==> config.mk <==
export PLATFORM = sky130hd
export DESIGN_NAME = bit_timing_gen
export DESIGN_NICKNAME = d
export VERILOG_FILES = /design/src/rtl/bit_timing_gen.sv
export SDC_FILE = /design/constraint.sdc
export NUM_CORES = 1
export LEC_CHECK = 0
export ABC_CLOCK_PERIOD_IN_PS = 3800
export CAP_MARGIN = 10
export CORE_MARGIN = 2
export CORE_UTILIZATION = 53
export DETAILED_ROUTE_END_ITERATION = 10
export GPL_TIMING_DRIVEN = 0
export PLACE_DENSITY = 0.83
export SLEW_MARGIN = 20
export SYNTH_ARGS = -nofsm -noshare
export SYNTH_HDL_FRONTEND = slang
export SYNTH_SLANG_ARGS = --single-unit
export TNS_END_PERCENT = 5
==> constraint.sdc <==
create_clock -name clk -period 3.8 [get_ports clk]
set_clock_uncertainty 0.1 [all_clocks]
set_input_delay 0.76 -clock clk [delete_from_list [all_inputs] [get_ports clk]]
set_output_delay 0.76 -clock clk [all_outputs]
set_load 0.02 [all_outputs]
==> src/rtl/bit_timing_gen.sv <==
// Sub-bit / bit-time / phase timing generator with HALT, free-RUN and single-STEP control.
// Every output comes straight from a flop so downstream gating sees glitch-free lines.
module bit_timing_gen #(
    parameter int SUBS   = 4,
    parameter int BITS   = 14,
    parameter int PHASES = 3
) (
    input  logic                                        clk,
    input  logic                                        rst_n,
    input  logic                                        run,
    input  logic                                        step_req,
    output logic                                        step_ack,
    output logic [SUBS-1:0]                             sub,
    output logic [BITS-1:0]                             bt,
    output logic [PHASES-1:0]                           ph,
    output logic [((BITS > 1) ? $clog2(BITS) : 1)-1:0]     bt_num,
    output logic [((PHASES > 1) ? $clog2(PHASES) : 1)-1:0] ph_num,
    output logic                                        cyc_end,
    output logic                                        halted
);

    localparam int SW = (SUBS > 1) ? $clog2(SUBS) : 1;
    localparam int BW = (BITS > 1) ? $clog2(BITS) : 1;
    localparam int PW = (PHASES > 1) ? $clog2(PHASES) : 1;
    localparam logic [SW-1:0] SUB_LAST = SW'(SUBS - 1);
    localparam logic [BW-1:0] BIT_LAST = BW'(BITS - 1);
    localparam logic [PW-1:0] PH_LAST  = PW'(PHASES - 1);

    typedef enum logic [1:0] {HALT, RUN, STEP} state_t;

    state_t            state_q, state_d;
    logic [SW-1:0]     subIdx_q, subIdx_d;
    logic [BW-1:0]     btIdx_q, btIdx_d;
    logic [PW-1:0]     phIdx_q, phIdx_d;
    logic [SUBS-1:0]   sub_q, sub_d;
    logic [BITS-1:0]   bt_q, bt_d;
    logic [PHASES-1:0] ph_q, ph_d;
    logic              stepPrev_q;
    logic              stepAck_q, stepAck_d;
    logic              cycEnd_q, cycEnd_d;
    logic              halted_q, halted_d;
    logic              stepEdge;

    // Next state and counters; the registered cycEnd_q marks the final clk of a cycle.
    always_comb begin
        state_d   = state_q;
        subIdx_d  = subIdx_q;
        btIdx_d   = btIdx_q;
        phIdx_d   = phIdx_q;
        stepAck_d = 1'b0;
        stepEdge  = step_req & ~stepPrev_q;

        case (state_q)
            HALT: begin
                subIdx_d = '0;
                btIdx_d  = '0;
                phIdx_d  = '0;
                if (run) begin
                    state_d = RUN;
                end else if (stepEdge) begin
                    state_d = STEP;
                end
            end
            RUN, STEP: begin
                if (cycEnd_q) begin
                    stepAck_d = (state_q == STEP);
                    state_d   = run ? RUN : HALT;
                    subIdx_d  = '0;
                    btIdx_d   = '0;
                    phIdx_d   = '0;
                end else if (subIdx_q != SUB_LAST) begin
                    subIdx_d = subIdx_q + SW'(1);
                end else begin
                    subIdx_d = '0;
                    if (btIdx_q != BIT_LAST) begin
                        btIdx_d = btIdx_q + BW'(1);
                    end else begin
                        btIdx_d = '0;
                        phIdx_d = phIdx_q + PW'(1);
                    end
                end
            end
            default: state_d = HALT;
        endcase

        // Line decode is done on next-state values so the outputs themselves are pure flops.
        halted_d = (state_d == HALT);
        sub_d    = halted_d ? '0 : (SUBS'(1) << subIdx_d);
        bt_d     = BITS'(1) << btIdx_d;
        ph_d     = PHASES'(1) << phIdx_d;
        cycEnd_d = !halted_d && (subIdx_d == SUB_LAST) && (btIdx_d == BIT_LAST)
                   && (phIdx_d == PH_LAST);
    end

    always_ff @(posedge clk or negedge rst_n) begin
        if (!rst_n) begin
            state_q    <= HALT;
            subIdx_q   <= '0;
            btIdx_q    <= '0;
            phIdx_q    <= '0;
            sub_q      <= '0;
            bt_q       <= BITS'(1);
            ph_q       <= PHASES'(1);
            stepPrev_q <= 1'b0;
            stepAck_q  <= 1'b0;
            cycEnd_q   <= 1'b0;
            halted_q   <= 1'b1;
        end else begin
            state_q    <= state_d;
            subIdx_q   <= subIdx_d;
            btIdx_q    <= btIdx_d;
            phIdx_q    <= phIdx_d;
            sub_q      <= sub_d;
            bt_q       <= bt_d;
            ph_q       <= ph_d;
            stepPrev_q <= step_req;
            stepAck_q  <= stepAck_d;
            cycEnd_q   <= cycEnd_d;
            halted_q   <= halted_d;
        end
    end

    assign step_ack = stepAck_q;
    assign sub      = sub_q;
    assign bt       = bt_q;
    assign ph       = ph_q;
    assign bt_num   = btIdx_q;
    assign ph_num   = phIdx_q;
    assign cyc_end  = cycEnd_q;
    assign halted   = halted_q;

endmodule
==> results.py, run 1 <==
metrics = {
    "timing": {
        "finalCritPeriodShare": 0.635,
        "worstMarginPinSlew_ns": 0.766,
        "worst_slack_ns": 1.39,
        "max-slew-margin-rel": 0.489,
        "rsz0062_at_grt": "no",
        "max_freq_ghz": 0.415,
        "setup_viol": 0,
        "slew_viol_final": 0,
        "finalCriticalPeriod_ns": 2.41,
        "tns_ns": 0,
        "hold_violations": 0,
    },
    "setup_path": {
        "r2r-start": "state_q[0]$_DFF_PN0_",
        "worst-path-stages": 1,
        "crit_type": "reg2out",
        "cp_cell_sequence": "clkdlybuf4s50_1",
        "critPathTopFamily": "buffers and inverters",
        "rr_worst_depth": 7,
        "critPathSlowestCell": "clkdlybuf4s50_1",
        "regToRegSetupSlack_ns": 1.40,
        "required_ns": 2.94,
        "rr_endpoint": "cyc_end$_DFF_PN0_",
        "critPathMaxFanout": 9,
        "start_kind": "flop",
        "max_stage_delay_ns": 0.67,
        "cp.arrival_ns": 1.55,
        "worst_setup_path_end_kind": "output port",
        "path_buf_inv": 1,
    },
    "synthesis": {
        "syn_avg_cell_area_um2": 11.1,
        "yosysSeqAreaShare": 0.568,
        "syn_inst": 140,
        "synth_xor_area_frac": 0,
        "syn-num-nets": 148,
        "synthSimpleGateAreaFrac": 0.222,
        "ys_types": 43,
        "netlist_area_um2": 1550,
        "yosysTopAreaCell": "dfrtp_1",
        "synth_edf_count": 0,
        "synthMuxAreaShare": 0.00646,
        "synth_flop_cell": "dfrtp_1",
        "synth_top_family_by_area": "simple AND/OR/NAND/NOR gates",
        "synth_async_sr_flop_share": 1.00,
        "yosysWarnings": 0,
        "synth_compound_area_frac": 0.125,
        "synth_seq_cells": 35,
        "netlist.area_leader.share": 0.517,
        "synth_area_leaders": "dfrtp_1 (52%), dfstp_2 (5.1%), nor2_1 (3.6%)",
        "synthAdderAreaFrac": 0.0323,
    },
    "final_layout": {
        "area.sequential_um2": 880,
        "final_util": 0.712,
        "multiInputGateArea_um2": 598,
        "diodes": 0,
        "drive_gt1_frac": 0.138,
        "fill_cells": 199,
        "area_delta_synth_final_pct": 26.7,
        "fin_nets": 188,
    },
    "run": {
        "drv_cap": 0,
    },
    "clock_network": {
        "htree_levels": 2,
        "clock_latency_ns": 0.35,
        "cts_buffer_depth": 2,
        "cts-root-buf": "clkbuf_4",
        "cts_tree": "yes",
        "post_cts_resized": 0,
        "clk_pin_slew_worst_paths_ns": 0.11,
        "numCtsBuffers": 5,
        "hold_buffers": 0,
        "clock-sinks": 35,
        "post_cts_buffers": 0,
    },
    "detailed_routing": {
        "drc": 0,
        "viasPerCell": 5.63,
        "vias": 1194,
        "routedWlPerCell_um": 14.9,
        "drt-initial-drc-count": 31,
        "first_pass_iters": 4,
        "ant_nets": 0,
        "wl_um": 3160,
    },
    "power_and_ir_drop": {
        "p_per_area_nw_per_um2": 569,
        "ir_drop_mv": 0.461,
        "p_leak_nw": 0.855,
    },
    "die": {
        "core_region_area_um2": 2760,
        "ios": 34,
        "row_count": 19,
        "die_x_um": 58.1,
        "initial_core_util": 0.562,
        "die_area_um2": 3370,
        "fp.dieH_um": 58.1,
    },
    "placed_design": {
        "port_buffers": 33,
        "dpl_worst_slack_ns": 1.29,
        "dp_hpwl_um": 2280,
        "place_congestion": 0.913,
    },
    "global_routing": {
        "grt_pass1_wl_um": 5410,
        "grt-ovfl-total": 0,
        "grt_pass1_vias": 1203,
        "antenna_found_initial": 0,
        "grt_max_degree": 36,
        "track_usage": 0.219,
    },
    "status": {
        "status": "finished clean",
    },
    "min_path": {
        "hp-class": "in2async",
    },
}
## power by group
| part | total, mW | switching, mW | internal (mW) |
|---|---|---|---|
| clock | 0.193 | 0.121 | 0.0720 |
| combinational | 0.473 | 0.272 | 0.201 |
| sequential | 0.451 | 0.0246 | 0.426 |
## per-layer routing
metal  routed length, um  vias to the layer above  GRT usage
li1                    -                      572          -
met1                1300                      563      0.270
met2                1580                       47      0.344
met3                 179                       12     0.0513
met4                 103                        0      0.143
met5                   0                        -          0
## worst max path at each step
stage	endpoint	from	slack, ns
2_1_floorplan	cyc_end$_DFF_PN0_	state_q[0]$_DFF_PN0_	1.56
3_3_place_gp	sub[0]$_DFF_PN0_	rst_n	1.23
4_1_cts	cyc_end$_DFF_PN0_	state_q[0]$_DFF_PN0_	1.39
5_1_grt	cyc_end$_DFF_PN0_	state_q[0]$_DFF_PN0_	1.23
3_5_place_dp	sub[3]$_DFF_PN0_	run	1.29
6_report	bt_num[2]	bt_num[2]$_DFF_PN0_	1.39
## layout make-up
cell class,count,area share
Buffer,7,0.0229
Inverter,7,0.0134
Timing Repair Buffer,33,0.166
Clock inverter,1,0.00255
Sequential cell,35,0.448
Multi-Input combinational cell,91,0.305
Clock buffer,7,0.0229
Tap cell,31,0.0198
## placed cells by master, fill, tap and decap left out, types with 2 or more instances in the layout
master and count:
a21oi_1 6, buf_2 4, buf_6 2, clkbuf_1 4, clkbuf_4 5, clkdlybuf4s50_1 32, dfrtp_1 32, dfstp_2 3
ha_1 4, inv_1 7, nand2_1 5, nand2b_1 4, nand3_1 3, nor2_1 15, nor2b_1 3, nor3_1 8
nor3b_1 6, o211ai_1 2, o21ai_0 5, o21ai_1 2, o31a_1 2, or2_2 2, or3_1 2
## stage by stage
| stage | area (um2) | std cells | total power, mW | hold WS, ns |
|---|---|---|---|---|
| detailed placement | 1910 | 204 | 0.930 | 0.438 |
| finish | 1960 | 212 | 1.12 | 0.368 |
| global route | 1960 | 212 | 1.21 | 0.427 |
| CTS | 1960 | 212 | 1.12 | 0.399 |
| floorplan | 1550 | 140 | 0.792 | 0.364 |
| global placement | 1920 | 204 | 0.914 | 0.427 |
## state kept, by name, indices dropped and copies added, names as in the netlist
register,flops
bt,14
bt_num,4
sub,4
ph,3
ph_num,2
state_q,2
subIdx_q,2
cyc_end,1
halted,1
stepPrev_q,1
step_ack,1
## cells in the mapped netlist (2+ instances only)
library cell and instances:
a21oi_1 6, buf_2 3, buf_6 2, clkbuf_1 2, dfrtp_1 32, dfstp_2 3, ha_1 4, inv_1 7
nand2_1 5, nand2b_1 4, nand3_1 3, nor2_1 15, nor2b_1 3, nor3_1 8, nor3b_1 6, o211ai_1 2
o21ai_0 5, o21ai_1 2, o31a_1 2, or2_2 2, or3_1 2
## cells by family (layout without fill, tap and decap cells)
| logic type | Yosys count | after routing |
|---|---|---|
| DFF | 35 | 35 |
| muxes | 1 | 1 |
| AOI/OAI and AO/OA | 26 | 26 |
| adders and majority gates | 4 | 4 |
| buffers and inverters | 14 | 55 |
| and+or+nand+nor | 60 | 60 |
No activity file was read; power rests on OpenSTA's default activity.
==> inputs of run 2 (changes only) <==
Settings changed: ABC_CLOCK_PERIOD_IN_PS 3800 to 2000, CORE_UTILIZATION 53 to 44, PLACE_DENSITY 0.83 to 0.74.
Clock period 3.8 ns to 2 ns, I/O delays scaled along.
==> results.py, run 2 (same netlist as run 1, synthesis figures left out) <==
metrics = {
    "detailed_routing": {
        "drt-initial-drc-count": 38,
        "viasPerCell": 5.30,
        "vias": 1229,
        "wl_um": 3260,
        "routedWlPerCell_um": 14.0,
        "drc": 0,
        "ant_nets": 0,
        "first_pass_iters": 4,
    },
    "global_routing": {
        "track_usage": 0.180,
        "antenna_found_initial": 0,
        "grt_pass1_wl_um": 5580,
        "grt-ovfl-total": 0,
        "grt_max_degree": 36,
        "grt_pass1_vias": 1181,
    },
    "clock_network": {
        "cts_tree": "yes",
        "cts-root-buf": "clkbuf_4",
        "cts_buffer_depth": 2,
        "htree_levels": 2,
        "hold_buffers": 0,
        "clk_pin_slew_worst_paths_ns": 0.10,
        "clock_latency_ns": 0.33,
        "numCtsBuffers": 5,
        "clock-sinks": 35,
    },
    "placed_design": {
        "dp_hpwl_um": 2250,
        "port_buffers": 33,
        "dpl_worst_slack_ns": -0.264,
        "dp_cells": 219,
        "place_congestion": 0.783,
    },
    "die": {
        "row_count": 21,
        "initial_core_util": 0.461,
        "die_x_um": 63.3,
        "core_region_area_um2": 3360,
        "fp.dieH_um": 63.3,
        "ios": 34,
        "die_area_um2": 4010,
    },
    "timing": {
        "worstMarginPinSlew_ns": 0.722,
        "max-slew-margin-rel": 0.519,
        "max_freq_ghz": 0.452,
        "setup_viol": 14,
        "rsz0062_at_grt": "yes",
        "slew_viol_final": 0,
        "worst_slack_ns": -0.213,
        "finalCritPeriodShare": 1.11,
        "hold_violations": 0,
        "finalCriticalPeriod_ns": 2.21,
        "tns_ns": -1.96,
    },
    "setup_path": {
        "path_buf_inv": 2,
        "critPathTopFamily": "simple AND/OR/NAND/NOR gates",
        "crit_type": "reg2reg",
        "max_stage_delay_ns": 0.45,
        "critPathSlowestCell": "or4_4",
        "worst_setup_path_end_kind": "flop",
        "critPathMaxFanout": 8,
        "start_kind": "flop",
        "required_ns": 2.13,
        "cp.arrival_ns": 2.35,
        "cp_cell_sequence": "inv_2 > ha_4 > or3b_1 > buf_6 > or4_4 > a2111oi_4",
    },
    "final_layout": {
        "diodes": 0,
        "layout_commonest_cell": "dfrtp_1",
        "drive_gt1_frac": 0.253,
        "fin_nets": 193,
        "final_cell_mix": "dfrtp_1 (31), clkdlybuf4s50_1 (30), nor2_1 (14)",
        "stdcell_count": 232,
        "largest_reg_flops": 14,
        "area_delta_synth_final_pct": 39.0,
    },
    "power_and_ir_drop": {
        "p_per_area_nw_per_um2": 1160,
        "p_leak_nw": 0.935,
        "ir_drop_mv": 0.758,
        "total_power_mw": 2.49,
    },
    "min_path": {
        "hp-class": "in2async",
    },
    "status": {
        "status": "complete, but fails checks",
        "failed_checks": "setup timing",
    },
    "run": {
        "drv_cap": 0,
    },
}
-- run 2: path summary, 6_finish.rpt --
check	start	to	slack [ns]	depth (start not counted)
max	state_q[0]$_DFF_PN0_	cyc_end$_DFF_PN0_	-0.21	6
min	rst_n	bt_num[1]$_DFF_PN0_	0.01	1
min reg2reg	subIdx_q[0]$_DFF_PN0_	subIdx_q[0]$_DFF_PN0_	0.53	2
max in group asynchronous	rst_n	bt_num[3]$_DFF_PN0_	1.29	1
max reg2reg	state_q[0]$_DFF_PN0_	cyc_end$_DFF_PN0_	-0.21	6
min in group clk	step_req	stepPrev_q$_DFF_PN0_	0.45	1
-- run 2: worst register-to-register path: stages, from the launching register on --
cell and delay [ns]:
dfrtp_1 0.41, inv_2 0.07, ha_4 0.27, or3b_1 0.35
buf_6 0.15, or4_4 0.45, a2111oi_4 0.31
-- run 2: metrics by stage --
step           instance area, um2  hold WS [ns]  utilization
3_5_place_dp                 1960         0.400        0.584
4_1_cts                      2090        0.0295        0.622
6_report                     2150       0.00977        0.640
3_3_place_gp                 1970         0.423        0.585
2_1_floorplan                1580       0.00441            -
5_1_grt                      2150        0.0446        0.640
-- run 2: cell type report --
cell class / count / area (um2)
multi-input cells: 91 / 686
clock inverters: 2 / 35.0
plain buffers: 7 / 52.6
clock buffers: 6 / 51.3
well taps: 46 / 57.6
inverters: 7 / 26.3
fillers: 296 / 1210
flip-flops and latches: 35 / 881
repair buffers: 38 / 364
-- run 2: routing by layer --
metal / part of all wire / track usage / vias up / wire (um)
met3: 0.068 / 0.0571 / 6 / 223
li1: - / - / 574 / -
met4: 0.018 / 0.0734 / 0 / 58
met5: 0 / 0 / - / 0
met2: 0.49 / 0.288 / 47 / 1600
met1: 0.42 / 0.224 / 602 / 1370
-- run 2: where the power goes --
| part | switching (mW) | leakage, nW | internal, mW |
|---|---|---|---|
| logic | 0.616 | 0.419 | 0.490 |
| clock network | 0.235 | 0.0482 | 0.295 |
| registers | 0.0441 | 0.468 | 0.809 |
| total | 0.895 | 0.935 | 1.59 |
-- run 2: what timing repair did --
| item | in CTS | in global routing |
|---|---|---|
| endpoints found under the setup margin | 20 | 31 |
| gates resized for setup | 8 | 8 |
| buffers inserted | 0 | 5 |
| pin swaps | 1 | 3 |
==> inputs of run 3 (changes only) <==
--- a/config.mk
+++ b/config.mk
@@ -9,8 +9,9 @@
 export CAP_MARGIN = 10
 export CORE_MARGIN = 2
-export CORE_UTILIZATION = 44
+export CORE_UTILIZATION = 47
+export CTS_BUF_LIST = sky130_fd_sc_hd__clkbuf_4 sky130_fd_sc_hd__clkbuf_8
 export DETAILED_ROUTE_END_ITERATION = 10
 export GPL_TIMING_DRIVEN = 0
-export PLACE_DENSITY = 0.74
+export PLACE_DENSITY = 0.78
 export SLEW_MARGIN = 20
 export SYNTH_ARGS = -nofsm -noshare
==> constraint.sdc (replaced) <==
create_clock -name clk -period 2 [get_ports clk]
set_clock_uncertainty 0.1 [all_clocks]
set_input_delay 0.2 -clock clk [delete_from_list [all_inputs] [get_ports clk]]
set_output_delay 0.2 -clock clk [all_outputs]
set_load 0.02 [all_outputs]
==> results.py, run 3 (same netlist as run 1, synthesis figures left out) <==
metrics = {
    "power_and_ir_drop": {
        "switching_share": 0.378,
        "p_int_mw": 1.45,
        "power_switching_mw": 0.878,
        "p_per_area_nw_per_um2": 1090,
        "p_clk_frac": 0.171,
        "p_seq_frac": 0.369,
        "ir_drop_mv": 0.800,
        "p_leak_nw": 0.905,
        "pwr-share-comb": 0.459,
    },
    "global_routing": {
        "grt_pass1_vias": 1234,
        "grt_max_degree": 36,
        "met1_usage": 0.209,
        "grt_pass1_wl_um": 5290,
        "grtUsageMet3": 0.0567,
        "grt_busiest_layer": "met2",
        "globalRouteMet2Util": 0.369,
        "track_usage": 0.195,
        "grt-ovfl-total": 0,
        "antenna_found_initial": 0,
    },
    "setup_path": {
        "crit_type": "reg2reg",
        "required_ns": 2.13,
        "start_kind": "flop",
        "critPathTopFamily": "simple AND/OR/NAND/NOR gates",
        "max_stage_delay_ns": 0.46,
        "critPathMaxFanout": 8,
        "critPathSlowestCell": "or4_4",
        "worst_setup_path_end_kind": "flop",
        "path_buf_inv": 2,
        "cp.arrival_ns": 2.35,
        "cp_cell_sequence": "inv_2 > ha_4 > or3b_1 > buf_6 > or4_4 > a2111oi_4",
    },
    "clock_network": {
        "cts_buffer_depth": 2,
        "numCtsBuffers": 5,
        "cts_tree": "yes",
        "clk_pin_slew_worst_paths_ns": 0.10,
        "clock_latency_ns": 0.33,
        "cts-root-buf": "clkbuf_4",
        "clock-sinks": 35,
        "htree_levels": 2,
    },
    "timing": {
        "setup_viol": 15,
        "slew_viol_final": 0,
        "worstMarginPinSlew_ns": 0.732,
        "worst_slack_ns": -0.216,
        "finalCritPeriodShare": 1.11,
        "hold_violations": 0,
        "finalCriticalPeriod_ns": 2.22,
        "rsz0062_at_grt": "yes",
        "max-slew-margin-rel": 0.512,
        "max_freq_ghz": 0.451,
    },
    "detailed_routing": {
        "viasPerCell": 5.17,
        "wl_um": 3230,
        "vias": 1185,
        "ant_nets": 0,
        "drc": 0,
        "drt-initial-drc-count": 10,
        "first_pass_iters": 4,
        "routedWlPerCell_um": 14.1,
    },
    "run": {
        "drv_cap": 0,
    },
    "placed_design": {
        "dp_hpwl_um": 2250,
        "port_buffers": 33,
        "dp_cells": 217,
        "dpl_worst_slack_ns": -0.232,
        "place_congestion": 0.779,
    },
    "min_path": {
        "hp-class": "in2reg",
    },
    "final_layout": {
        "multiInputGateArea_um2": 692,
        "largest_reg_flops": 14,
        "fill_cells": 256,
        "final_util": 0.684,
        "diodes": 0,
        "area.sequential_um2": 880,
        "stdcell_count": 229,
        "fin_nets": 192,
        "final_cell_mix": "dfrtp_1 (32), clkdlybuf4s50_1 (32), nor2_1 (15)",
        "area_delta_synth_final_pct": 37.1,
        "drive_gt1_frac": 0.243,
    },
    "die": {
        "core_region_area_um2": 3100,
        "die_area_um2": 3770,
        "initial_core_util": 0.499,
        "ios": 34,
        "row_count": 20,
        "fp.dieH_um": 61.4,
        "die_x_um": 61.4,
    },
    "status": {
        "failed_checks": "setup timing",
        "status": "complete, but fails checks",
    },
}
[run 3: layer usage]
metal	vias to the layer above	wire length [um]
met4	0	0
met2	28	1780
met5	-	0
met1	574	1290
li1	583	-
met3	0	156
[run 3: cell type report]
type,count,share of cell area
clock buffer,8,0.0283
buffer,7,0.0247
multi-input combinational,91,0.326
sequential,35,0.414
inverter,7,0.0124
timing repair buffer,37,0.169
tap,44,0.0259
[run 3: path summary, 6_finish.rpt]
kind | startpoint | endpoint | slack, ns | depth (start not counted)
min in group asynchronous | rst_n | bt[3]$_DFF_PN0_ | 0.36 | 2
worst min register to register | ph_num[1]$_DFF_PN0_ | ph_num[1]$_DFF_PN0_ | 0.53 | 2
worst max register to register | state_q[0]$_DFF_PN0_ | cyc_end$_DFF_PN0_ | -0.22 | 6
worst min-delay path | step_req | stepPrev_q$_DFF_PN0_ | 0.25 | 1
max in group asynchronous | rst_n | ph_num[0]$_DFF_PN0_ | 0.96 | 2
worst max-delay path | state_q[0]$_DFF_PN0_ | cyc_end$_DFF_PN0_ | -0.22 | 6
[run 3: worst register-to-register path, delay by kind of cell, from the launching register on]
kind                     cells  cell delay (ns)
AND/OR/NAND/NOR              2             0.81
flip-flops                   1             0.42
AO/OA/AOI/OAI                1             0.29
adder cells (fa/ha/maj)      1             0.27
buffers and inverters        2             0.23
[run 3: per-stage QoR]
step           area [um2]  TNS (ns)  hold WS (ns)  power, mW
6_report             2120     -1.85         0.254       2.32
5_1_grt              2120     -4.52         0.246       2.48
4_1_cts              2070     -1.83         0.243       2.29
3_5_place_dp         1960     -2.09         0.207       1.84
3_3_place_gp         1970     -1.50         0.427       1.81
2_1_floorplan        1580    -0.334        -0.196       1.57
[run 3: power by group through the flow]
stage | registers, mW | logic [mW] | clock network, mW
after floorplan | 0.932 | 0.637 | 0
after global placement | 0.868 | 0.945 | 0
after detailed placement | 0.872 | 0.972 | 0
after CTS | 0.863 | 1.03 | 0.403
after global routing | 0.867 | 1.18 | 0.435
final | 0.858 | 1.07 | 0.398
[run 3: what timing repair did]
item,CTS,global route
hold buffers,1,0
hold endpoints to repair,32,0
cloned,0,0
pin swaps,4,2
setup buffers,0,3
resized for setup,7,9
endpoints found under the setup margin,19,27
